[config.mk]
export PLATFORM = sky130hd
export DESIGN_NAME = idli_uart_rx_m
export DESIGN_NICKNAME = d
export VERILOG_FILES = /design/src/rtl/idli_pkg.sv /design/src/rtl/idli_uart_rx_fifo_m.sv /design/src/rtl/idli_uart_rx_m.sv
export SDC_FILE = /design/constraint.sdc
export NUM_CORES = 1
export LEC_CHECK = 0
export BUFFER_PORTS_ARGS = -buffer_cell sky130_fd_sc_hd__buf_2
export CORE_ASPECT_RATIO = 0.5
export CORE_MARGIN = 3
export CORE_UTILIZATION = 40
export CTS_CLUSTER_DIAMETER = 40
export DETAILED_ROUTE_END_ITERATION = 7
export SLEW_MARGIN = 25
export SYNTH_ARGS = -nofsm -noshare
export SYNTH_HDL_FRONTEND = slang
export SYNTH_SLANG_ARGS = --single-unit
[constraint.sdc]
create_clock -name i_uart_gck -period 3.4 [get_ports i_uart_gck]
set_clock_uncertainty 0.15 [all_clocks]
set_input_delay 0.34 -clock i_uart_gck [delete_from_list [all_inputs] [get_ports i_uart_gck]]
set_output_delay 0.34 -clock i_uart_gck [all_outputs]
set_load 0.01 [all_outputs]
[src/rtl/idli_pkg.sv]
// Shared types for the idli core blocks; currently the UART receiver state encoding.
package idli_pkg;

  typedef enum logic [1:0] {
    IDLE  = 2'd0,
    START = 2'd1,
    DATA  = 2'd2,
    STOP  = 2'd3
  } uart_rx_state_t;

endpackage : idli_pkg

[src/rtl/idli_uart_rx_fifo_m.sv]
// Single-clock byte FIFO; pointers carry one extra wrap bit to tell full from empty.
module idli_uart_rx_fifo_m #(
  parameter int DEPTH = 4
) (
  input  logic       clk,
  input  logic       rst_n,
  input  logic       push_i,
  input  logic [7:0] din_i,
  input  logic       pop_i,
  output logic       full_o,
  output logic       empty_o,
  output logic [7:0] head_o
);

  localparam int AW = $clog2(DEPTH);

  logic [AW:0] wr_ptr_q, wr_ptr_d;
  logic [AW:0] rd_ptr_q, rd_ptr_d;
  logic [7:0]  mem_q [DEPTH];
  logic        do_push;
  logic        do_pop;

  assign full_o  = (wr_ptr_q[AW] != rd_ptr_q[AW]) && (wr_ptr_q[AW-1:0] == rd_ptr_q[AW-1:0]);
  assign empty_o = (wr_ptr_q == rd_ptr_q);
  assign head_o  = mem_q[rd_ptr_q[AW-1:0]];

  // A simultaneous pop frees the slot the push needs, so a full FIFO still accepts.
  assign do_push = push_i && (!full_o || pop_i);
  assign do_pop  = pop_i && !empty_o;

  always_comb begin
    wr_ptr_d = wr_ptr_q + (do_push ? 1'b1 : 1'b0);
    rd_ptr_d = rd_ptr_q + (do_pop  ? 1'b1 : 1'b0);
  end

  always_ff @(posedge clk or negedge rst_n) begin
    if (!rst_n) begin
      wr_ptr_q <= '0;
      rd_ptr_q <= '0;
    end else begin
      wr_ptr_q <= wr_ptr_d;
      rd_ptr_q <= rd_ptr_d;
    end
  end

  // NOTE: storage has no reset; empty pointers guarantee stale entries are never presented.
  always_ff @(posedge clk) begin
    if (do_push) mem_q[wr_ptr_q[AW-1:0]] <= din_i;
  end

endmodule : idli_uart_rx_fifo_m

[src/rtl/idli_uart_rx_m.sv]
// 8N1 UART receiver on the ungated clock: synchroniser, bit FSM, byte FIFO and
// a nibble-serial read port for EX with a sticky overflow flag.
module idli_uart_rx_m
  import idli_pkg::*;
#(
  parameter int CLKS_PER_BIT = 16,
  parameter int FIFO_DEPTH   = 4
) (
  input  logic       i_uart_gck,
  input  logic       i_uart_rst_n,
  input  logic       i_uart_rx,
  output logic       o_uart_rx_vld,
  output logic [3:0] o_uart_rx_data,
  input  logic       i_uart_rx_rd,
  output logic       o_uart_rx_ovf,
  input  logic       i_uart_ovf_clr
);

  localparam int            CW       = $clog2(CLKS_PER_BIT);
  localparam logic [CW-1:0] CNT_FULL = CW'(CLKS_PER_BIT - 1);
  localparam logic [CW-1:0] CNT_HALF = CW'(CLKS_PER_BIT / 2 - 1);

  logic [1:0]     sync_q, sync_d;
  uart_rx_state_t state_q, state_d;
  logic [CW-1:0]  cnt_q, cnt_d;
  logic [2:0]     idx_q, idx_d;
  logic [7:0]     shift_q, shift_d;
  logic           ferr_q, ferr_d;
  logic           hi_q, hi_d;
  logic           ovf_q, ovf_d;

  logic       rx_s;
  logic       sample;
  logic       push;
  logic       pop;
  logic       rd_ok;
  logic       full;
  logic       empty;
  logic [7:0] head;

  assign sync_d = {sync_q[0], i_uart_rx};
  assign rx_s   = sync_q[1];
  assign sample = (cnt_q == '0);

  // NOTE: every flop updates with <= so all state advances from the same pre-edge values.
  always_ff @(posedge i_uart_gck or negedge i_uart_rst_n) begin
    if (!i_uart_rst_n) begin
      sync_q  <= 2'b11;
      state_q <= IDLE;
      cnt_q   <= '0;
      idx_q   <= '0;
      shift_q <= '0;
      ferr_q  <= 1'b0;
      hi_q    <= 1'b0;
      ovf_q   <= 1'b0;
    end else begin
      sync_q  <= sync_d;
      state_q <= state_d;
      cnt_q   <= cnt_d;
      idx_q   <= idx_d;
      shift_q <= shift_d;
      ferr_q  <= ferr_d;
      hi_q    <= hi_d;
      ovf_q   <= ovf_d;
    end
  end

  // NOTE: defaults first so no path through the case leaves a signal unassigned (no latches).
  always_comb begin
    state_d = state_q;
    cnt_d   = sample ? cnt_q : cnt_q - 1'b1;
    idx_d   = idx_q;
    shift_d = shift_q;
    ferr_d  = ferr_q;
    unique case (state_q)
      IDLE: begin
        if (!rx_s) begin
          state_d = START;
          cnt_d   = CNT_HALF;
        end
      end
      START: begin
        if (sample) begin
          if (!rx_s) begin
            state_d = DATA;
            idx_d   = 3'd0;
            cnt_d   = CNT_FULL;
          end else begin
            state_d = IDLE;
          end
        end
      end
      DATA: begin
        if (sample) begin
          shift_d = {rx_s, shift_q[7:1]};
          cnt_d   = CNT_FULL;
          if (idx_q == 3'd7) state_d = STOP;
          else               idx_d   = idx_q + 3'd1;
        end
      end
      STOP: begin
        // After a bad stop bit the counter stays at 0, polling until the line idles.
        if (sample) begin
          if (rx_s) begin
            state_d = IDLE;
            ferr_d  = 1'b0;
          end else begin
            ferr_d  = 1'b1;
          end
        end
      end
      default: state_d = IDLE;
    endcase
  end

  always_comb begin
    push  = (state_q == STOP) && sample && rx_s && !ferr_q;
    rd_ok = i_uart_rx_rd && !empty;
    pop   = rd_ok && hi_q;
    hi_d  = hi_q ^ rd_ok;
    ovf_d = (push && full && !pop) || (ovf_q && !i_uart_ovf_clr);
  end

  idli_uart_rx_fifo_m #(
    .DEPTH (FIFO_DEPTH)
  ) u_fifo (
    .clk     (i_uart_gck),
    .rst_n   (i_uart_rst_n),
    .push_i  (push),
    .din_i   (shift_q),
    .pop_i   (pop),
    .full_o  (full),
    .empty_o (empty),
    .head_o  (head)
  );

  assign o_uart_rx_vld  = !empty;
  assign o_uart_rx_data = empty ? 4'h0 : (hi_q ? head[7:4] : head[3:0]);
  assign o_uart_rx_ovf  = ovf_q;

endmodule : idli_uart_rx_m
# Word-level counts from Yosys, hierarchy flattened

Memory sizes are Yosys's and may differ from the RTL's.
Index checks and enable logic that the tools add are counted.

Reductions and logical operators: 25
Equality and inequality tests: 15
Bitwise logic cells: 1
$add $sub $neg: 4
Mux-type cells: 26

Operator list:

| operator                                         | number |
|---|---|
| two-way mux 4 bit                                | 7 |
| inequality test 2 bit, second input constant     | 8 |
| two-way mux 2 bit                                | 7 |
| two-way mux 3 bit                                | 4 |
| case mux 4 bit (3 select lines)                  | 1 |
| logical AND 1 bit                                | 11 |
| case mux 2 bit (4 select lines)                  | 1 |
| adder 3 bit                                      | 2 |
| case mux 3 bit (2 select lines)                  | 1 |
| AND reduction 6 bit                              | 1 |
| zero test 1 bit                                  | 5 |
| two-way mux 1 bit                                | 5 |
| AND reduction 5 bit                              | 1 |
| == test 2 bit, second input constant             | 2 |
| zero test 4 bit                                  | 1 |
| AND reduction 2 bit                              | 2 |
| subtractor 4 x 1 -> 4 bit, second input constant | 1 |
| adder 3 x 1 -> 3 bit, second input constant      | 1 |
| == test 3 bit                                    | 1 |
| == test 3 bit, second input constant             | 1 |
| == test 2 x 1 -> 1 bit, second input constant    | 1 |
| == test 2 bit                                    | 1 |
| zero test 2 bit                                  | 1 |
| logical OR 1 bit                                 | 2 |
| 3 further kinds                                  | 3 |

Register bits: 28
Word-level logic and storage cells: 82
Memories: 1
Bits in writable memories: 32
Output and inout port bits: 6

Memory list:

| memory       | depth | bits a word | read ports | clocked after Yosys merged registers in | write ports | RTL line                  | RTL |
|---|---|---|---|---|---|---|---|
| u_fifo.mem_q | 4     | 8           | 1          | 0                                       | 1           | idli_uart_rx_fifo_m.sv:19 | `logic [7:0] mem_q [DEPTH];` |

# Logic depth before layout (Yosys ltp)

Word-level depth: 8
Depth in mapped cells: 12
Gate-level depth less buffers: 11

# Hierarchy

A second synthesis with hierarchy kept.

Cell total of the unflattened synthesis: 171
Area total of the unflattened synthesis: 2,708.8 um^2

Modules (own cells, without submodules):

| module              | cells each | area each (um^2) | sequential area each (um^2) | instances |
|---|---|---|---|---|
| idli_uart_rx_fifo_m | 68         | 1,541.5          | 1,111.1                     | 1 |
| idli_uart_rx_m      | 103        | 1,167.4          | 553.0                       | 1 |

# Least setup slack after synthesis

No wires, ideal clock.

Kind: reg2reg
Start point: register u_fifo.rd_ptr_q[1]
End point: memory u_fifo.mem_q[0][0] (enable)
Cell stages (with the launch flop): 10
Data required time: 2.867 ns
Slack: 0.718 ns
Setup time: 0.383 ns
Arrival time: 2.149 ns
Cells stage by stage: dfrtp_1 -> buf_4 -> xor2_1 -> nor2_1 -> nand2_1 -> and2_1 -> ha_1 -> nor4_1 -> or2_4 -> nor3_1

Cells in the longest elaborated chain, start to end: 8
Elaborated cells between the ends (all ways): 11
Those cells by class: eq/ne (2); mux (2); reduce/logical (7)

Ends and longest elaborated chain:

| item                                    | RTL line                  | RTL |
|---|---|---|
| start, declared                         | idli_uart_rx_fifo_m.sv:18 | `logic [AW:0] rd_ptr_q, rd_ptr_d;` |
| start signal, assigned                  | idli_uart_rx_fifo_m.sv:42 | `rd_ptr_q <= rd_ptr_d;` |
| == test 3 bit                           | idli_uart_rx_fifo_m.sv:24 | `assign empty_o = (wr_ptr_q == rd_ptr_q);` |
| zero test 1 bit                         | --                        |  |
| via o_uart_rx_vld                       | idli_uart_rx_m.sv:12      | `output logic o_uart_rx_vld,` |
| logical AND 1 bit                       | idli_uart_rx_m.sv:118     | `rd_ok = i_uart_rx_rd && !empty;` |
| logical AND 1 bit                       | idli_uart_rx_m.sv:119     | `pop = rd_ok && hi_q;` |
| logical OR 1 bit                        | idli_uart_rx_fifo_m.sv:28 | `assign do_push = push_i && (!full_o \|\| pop_i);` |
| logical AND 1 bit                       | idli_uart_rx_fifo_m.sv:28 |  |
| two-way mux 1 bit                       | idli_uart_rx_fifo_m.sv:48 | `if (do_push) mem_q[wr_ptr_q[AW-1:0]] <= din_i;` |
| two-way mux 1 bit (not written as such) | idli_uart_rx_fifo_m.sv:48 |  |
| end, declared                           | idli_uart_rx_fifo_m.sv:19 |  |

The timed path passes the listed nets, and every way through them passes these cells.

# Final worst setup path

Start point: register u_fifo.wr_ptr_q[0]
End point: register u_fifo.wr_ptr_q[2]

Cells in the longest elaborated chain, start to end: 8
Elaborated cells between the ends (all ways): 11
Those cells by class: add/sub (1); eq/ne (2); mux (1); reduce/logical (7)

Ends and longest elaborated chain:

| item                   | RTL line                  | RTL |
|---|---|---|
| start, declared        | idli_uart_rx_fifo_m.sv:17 | `logic [AW:0] wr_ptr_q, wr_ptr_d;` |
| start signal, assigned | idli_uart_rx_fifo_m.sv:41 | `wr_ptr_q <= wr_ptr_d;` |
| == test 3 bit          | idli_uart_rx_fifo_m.sv:24 |  |
| zero test 1 bit        | idli_uart_rx_m.sv:118     |  |
| logical AND 1 bit      | idli_uart_rx_m.sv:118     |  |
| logical AND 1 bit      | idli_uart_rx_m.sv:119     |  |
| logical OR 1 bit       | idli_uart_rx_fifo_m.sv:28 |  |
| logical AND 1 bit      | idli_uart_rx_fifo_m.sv:28 |  |
| two-way mux 1 bit      | idli_uart_rx_fifo_m.sv:32 | `wr_ptr_d = wr_ptr_q + (do_push ? 1'b1 : 1'b0);` |
| adder 3 bit (*)        | idli_uart_rx_fifo_m.sv:32 |  |
| via u_fifo.wr_ptr_d[2] | idli_uart_rx_fifo_m.sv:17 |  |

Mark *: on every way through the listed nets, which the timed path passes. The rest lies on a longest branch.
A chain may end at the register's enable or synchronous reset.

==> reports/results.tsv <==
metric	value	unit
slew_headroom	45.1	%
syn-cell-area	2630	µm²
clock_latency	0.32	ns
finalNetCount	221	
via_per_inst	5.00	
vdd_drop_max	0.283	mV
htree_levels	3	
hold_depth	2	
maxCapViolCount	0	
timing.final.hold_violations	0	
pin_count	11	
pwr_density_cell	879	nW/µm²
clk_pin_slew	0.05	ns
critical_path_required	3.45	ns
p_total	2.74	mW
core_area	6210	µm²
cp-start-kind	flop	
power_frac_seq	37.7	%
crit_path_end	u_fifo.wr_ptr_q[2]	
grt_pass1_vias	1584	
yosys_most_used_dff	edfxtp_1	
syn_to_final_growth	18.5	%
fin_crit	2.84	ns
fmax	0.352	GHz
detail_route.wirelength	4770	µm
wl_per_cell	15.9	µm
post_cts_buffers	0	
report.final.setup_viol	0	
track_usage	14.4	%
die-area	7640	µm²
num_antenna_cells	0	
worstMarginPinSlew	0.820	ns
arrival	2.90	ns
r2r_setup_slack	0.56	ns
ys_types	41	
reg2regPathDepth	11	
switching_share	30.9	%
fin_tns_setup	0	ns
drive_above_1_share	21.2	%
grt_pass1_wl	8110	µm
antenna_left	0	
grt_remaining_overflow	0	
leakage	1.26	nW
drc	0	
cts_max_path_buffers	2	
hold_buffers	2	
syn_nets	201	
r2r-start	u_fifo.wr_ptr_q[0]	
synth-async-reset-ratio	46.7	%
cts_tree	yes	
cpMostUsedCell	ha_1	
synth-seq-area-share	63.3	%
slew_violations	0	
rows	20	
cts_num_sinks	60	
layout_commonest_cell	edfxtp_1	
r2r_end	u_fifo.wr_ptr_q[2]	
grt_antenna_before_repair	0	
cts_made_buffers	9	
rsz0062_at_grt	no	
p_int	1.89	mW
worst-path-max-fanout	7	
dp_hpwl	3180	µm
gp_congestion	0.755	
syn_area_per_cell	14.1	µm²
die_h	63.3	µm
crit_family	simple AND/OR/NAND/NOR gates	
period_share	83.6	%
mostFrequentLayoutCells	edfxtp_1 (32), dfrtp_1 (26), mux2i_1 (18)	
drtPass1Iterations	4	
end_kind	flop	
synth_edf_count	32	
io_buffer_count	10	
drt-initial-drc-count	117	
ctsResizeCount	0	
status	completed	
hp-class	in2reg	
grt_max_degree	29	
syn_inst	187	
critPathMaxStageDelay	0.45	ns
path_buf_inv	1	
yosys_register_bits	60	
fp.dieW	121	µm
start_util	42.4	%
cp-startpoint	u_fifo.wr_ptr_q[0]	
num_vias	1501	
worst-setup-path-type	reg2reg	
cp_slowest_cell	dfrtp_1	
clkPwrFrac	35.0	%
crit_cells	11	
yosysWarningCount	0	
fin_util	50.2	%
switchingPower	846	µW
cts_root_buffer	clkbuf_16	
p_comb_share	27.3	%
worstPathCellList	xor2_1, nor2_1, nand2_1, and2_1, ha_1, nor4_1, or2_4, inv_1, ha_1, ha_1, xor2_1	
## state kept, by name, indices dropped and copies added, names as in the netlist, named ones only
name / flops
cnt_q: 4
ferr_q: 1
hi_q: 1
idx_q: 3
o_uart_rx_ovf: 1
shift_q: 8
state_q: 1
sync_q: 2
u_fifo.mem_q: 32
u_fifo.rd_ptr_q: 3
u_fifo.wr_ptr_q: 3
## synthesized netlist by cell type (3+ instances only)
cell      number  share of area, %
nor2b_1        6               1.4
inv_1          7               1.0
o21ai_0        3              0.57
xor2_1         4               1.3
nand2_1       10               1.4
and2_1         3              0.71
nor2_1         9               1.3
a22oi_1        8               2.3
nor3_1         3              0.57
and3_1         4              0.95
mux2_2         9               3.9
ha_1           9               4.3
a21oi_1        5              0.95
dfrtp_1       26                25
mux2i_1       18               6.9
edfxtp_1      32                37
## worst min-delay path by stage
stage / start / end / slack (ns)
2_1_floorplan: i_uart_rst_n / asynchronous set/reset pin / -0.11
4_1_cts: i_uart_ovf_clr / o_uart_rx_ovf / 0.05
5_1_grt: i_uart_ovf_clr / o_uart_rx_ovf / 0.07
6_report: i_uart_ovf_clr / o_uart_rx_ovf / 0.06
3_5_place_dp: sync_q[0] / sync_q[1] / 0.20
3_3_place_gp: sync_q[0] / sync_q[1] / 0.20
## per-stage QoR
| step | area (µm²) | cells | hold WS [ns] | worst slack (ns) |
|---|---|---|---|---|
| 2_1_floorplan | 2630 | 187 | -0.106 | 0.718 |
| 3_3_place_gp | 2780 | 282 | 0.196 | 0.725 |
| 3_5_place_dp | 2780 | 282 | 0.197 | 0.574 |
| 4_1_cts | 3110 | 300 | 0.0533 | 0.558 |
| 5_1_grt | 3110 | 300 | 0.0708 | 0.361 |
| 6_report | 3110 | 300 | 0.0645 | 0.558 |
## layout make-up
| class | instances | area [µm²] |
|---|---|---|
| Inverter | 8 | 30.0 |
| Clock inverter | 5 | 75.1 |
| Fill cell | 553 | 3090 |
| Clock buffer | 11 | 243 |
| Multi-Input combinational cell | 114 | 907 |
| Sequential cell | 60 | 1660 |
| Tap cell | 88 | 110 |
| Timing Repair Buffer | 14 | 85.1 |
## worst register-to-register path: cells and delay by family, from the launching register on
family,cells,cell delay [ns]
xor+xnor,2,0.35
fa+ha+maj,3,0.58
buf+inv,1,0.05
flops,1,0.45
simple gates,5,1.15
## routing by layer
layer	share of wire (%)	global-route usage [%]	wire, µm	up-vias
li1	-	-	-	734
met1	49	18.9	2350	740
met2	45	21.2	2170	21
met3	3.7	5.38	175	6
met4	1.6	6.92	74	0
met5	0	0	0	-
## power by group through the flow
stage                     combinational [mW]  clock (mW)  sequential [mW]
after floorplan                        0.594           0            0.976
after global placement                 0.734           0             1.03
after detailed placement               0.760           0             1.04
after CTS                              0.762       0.978             1.03
after global routing                   0.852        1.02             1.06
final                                  0.747       0.959             1.03
## cells by family after synthesis
family | Yosys count | share of synthesized area (%)
xor+xnor | 5 | 1.67
fa+ha+maj | 9 | 4.28
mux | 27 | 10.7
simple gates | 47 | 11.0
buf+inv | 13 | 2.19
flops | 60 | 63.3
compound gates | 26 | 6.85
(Power assumes the default switching activity.)
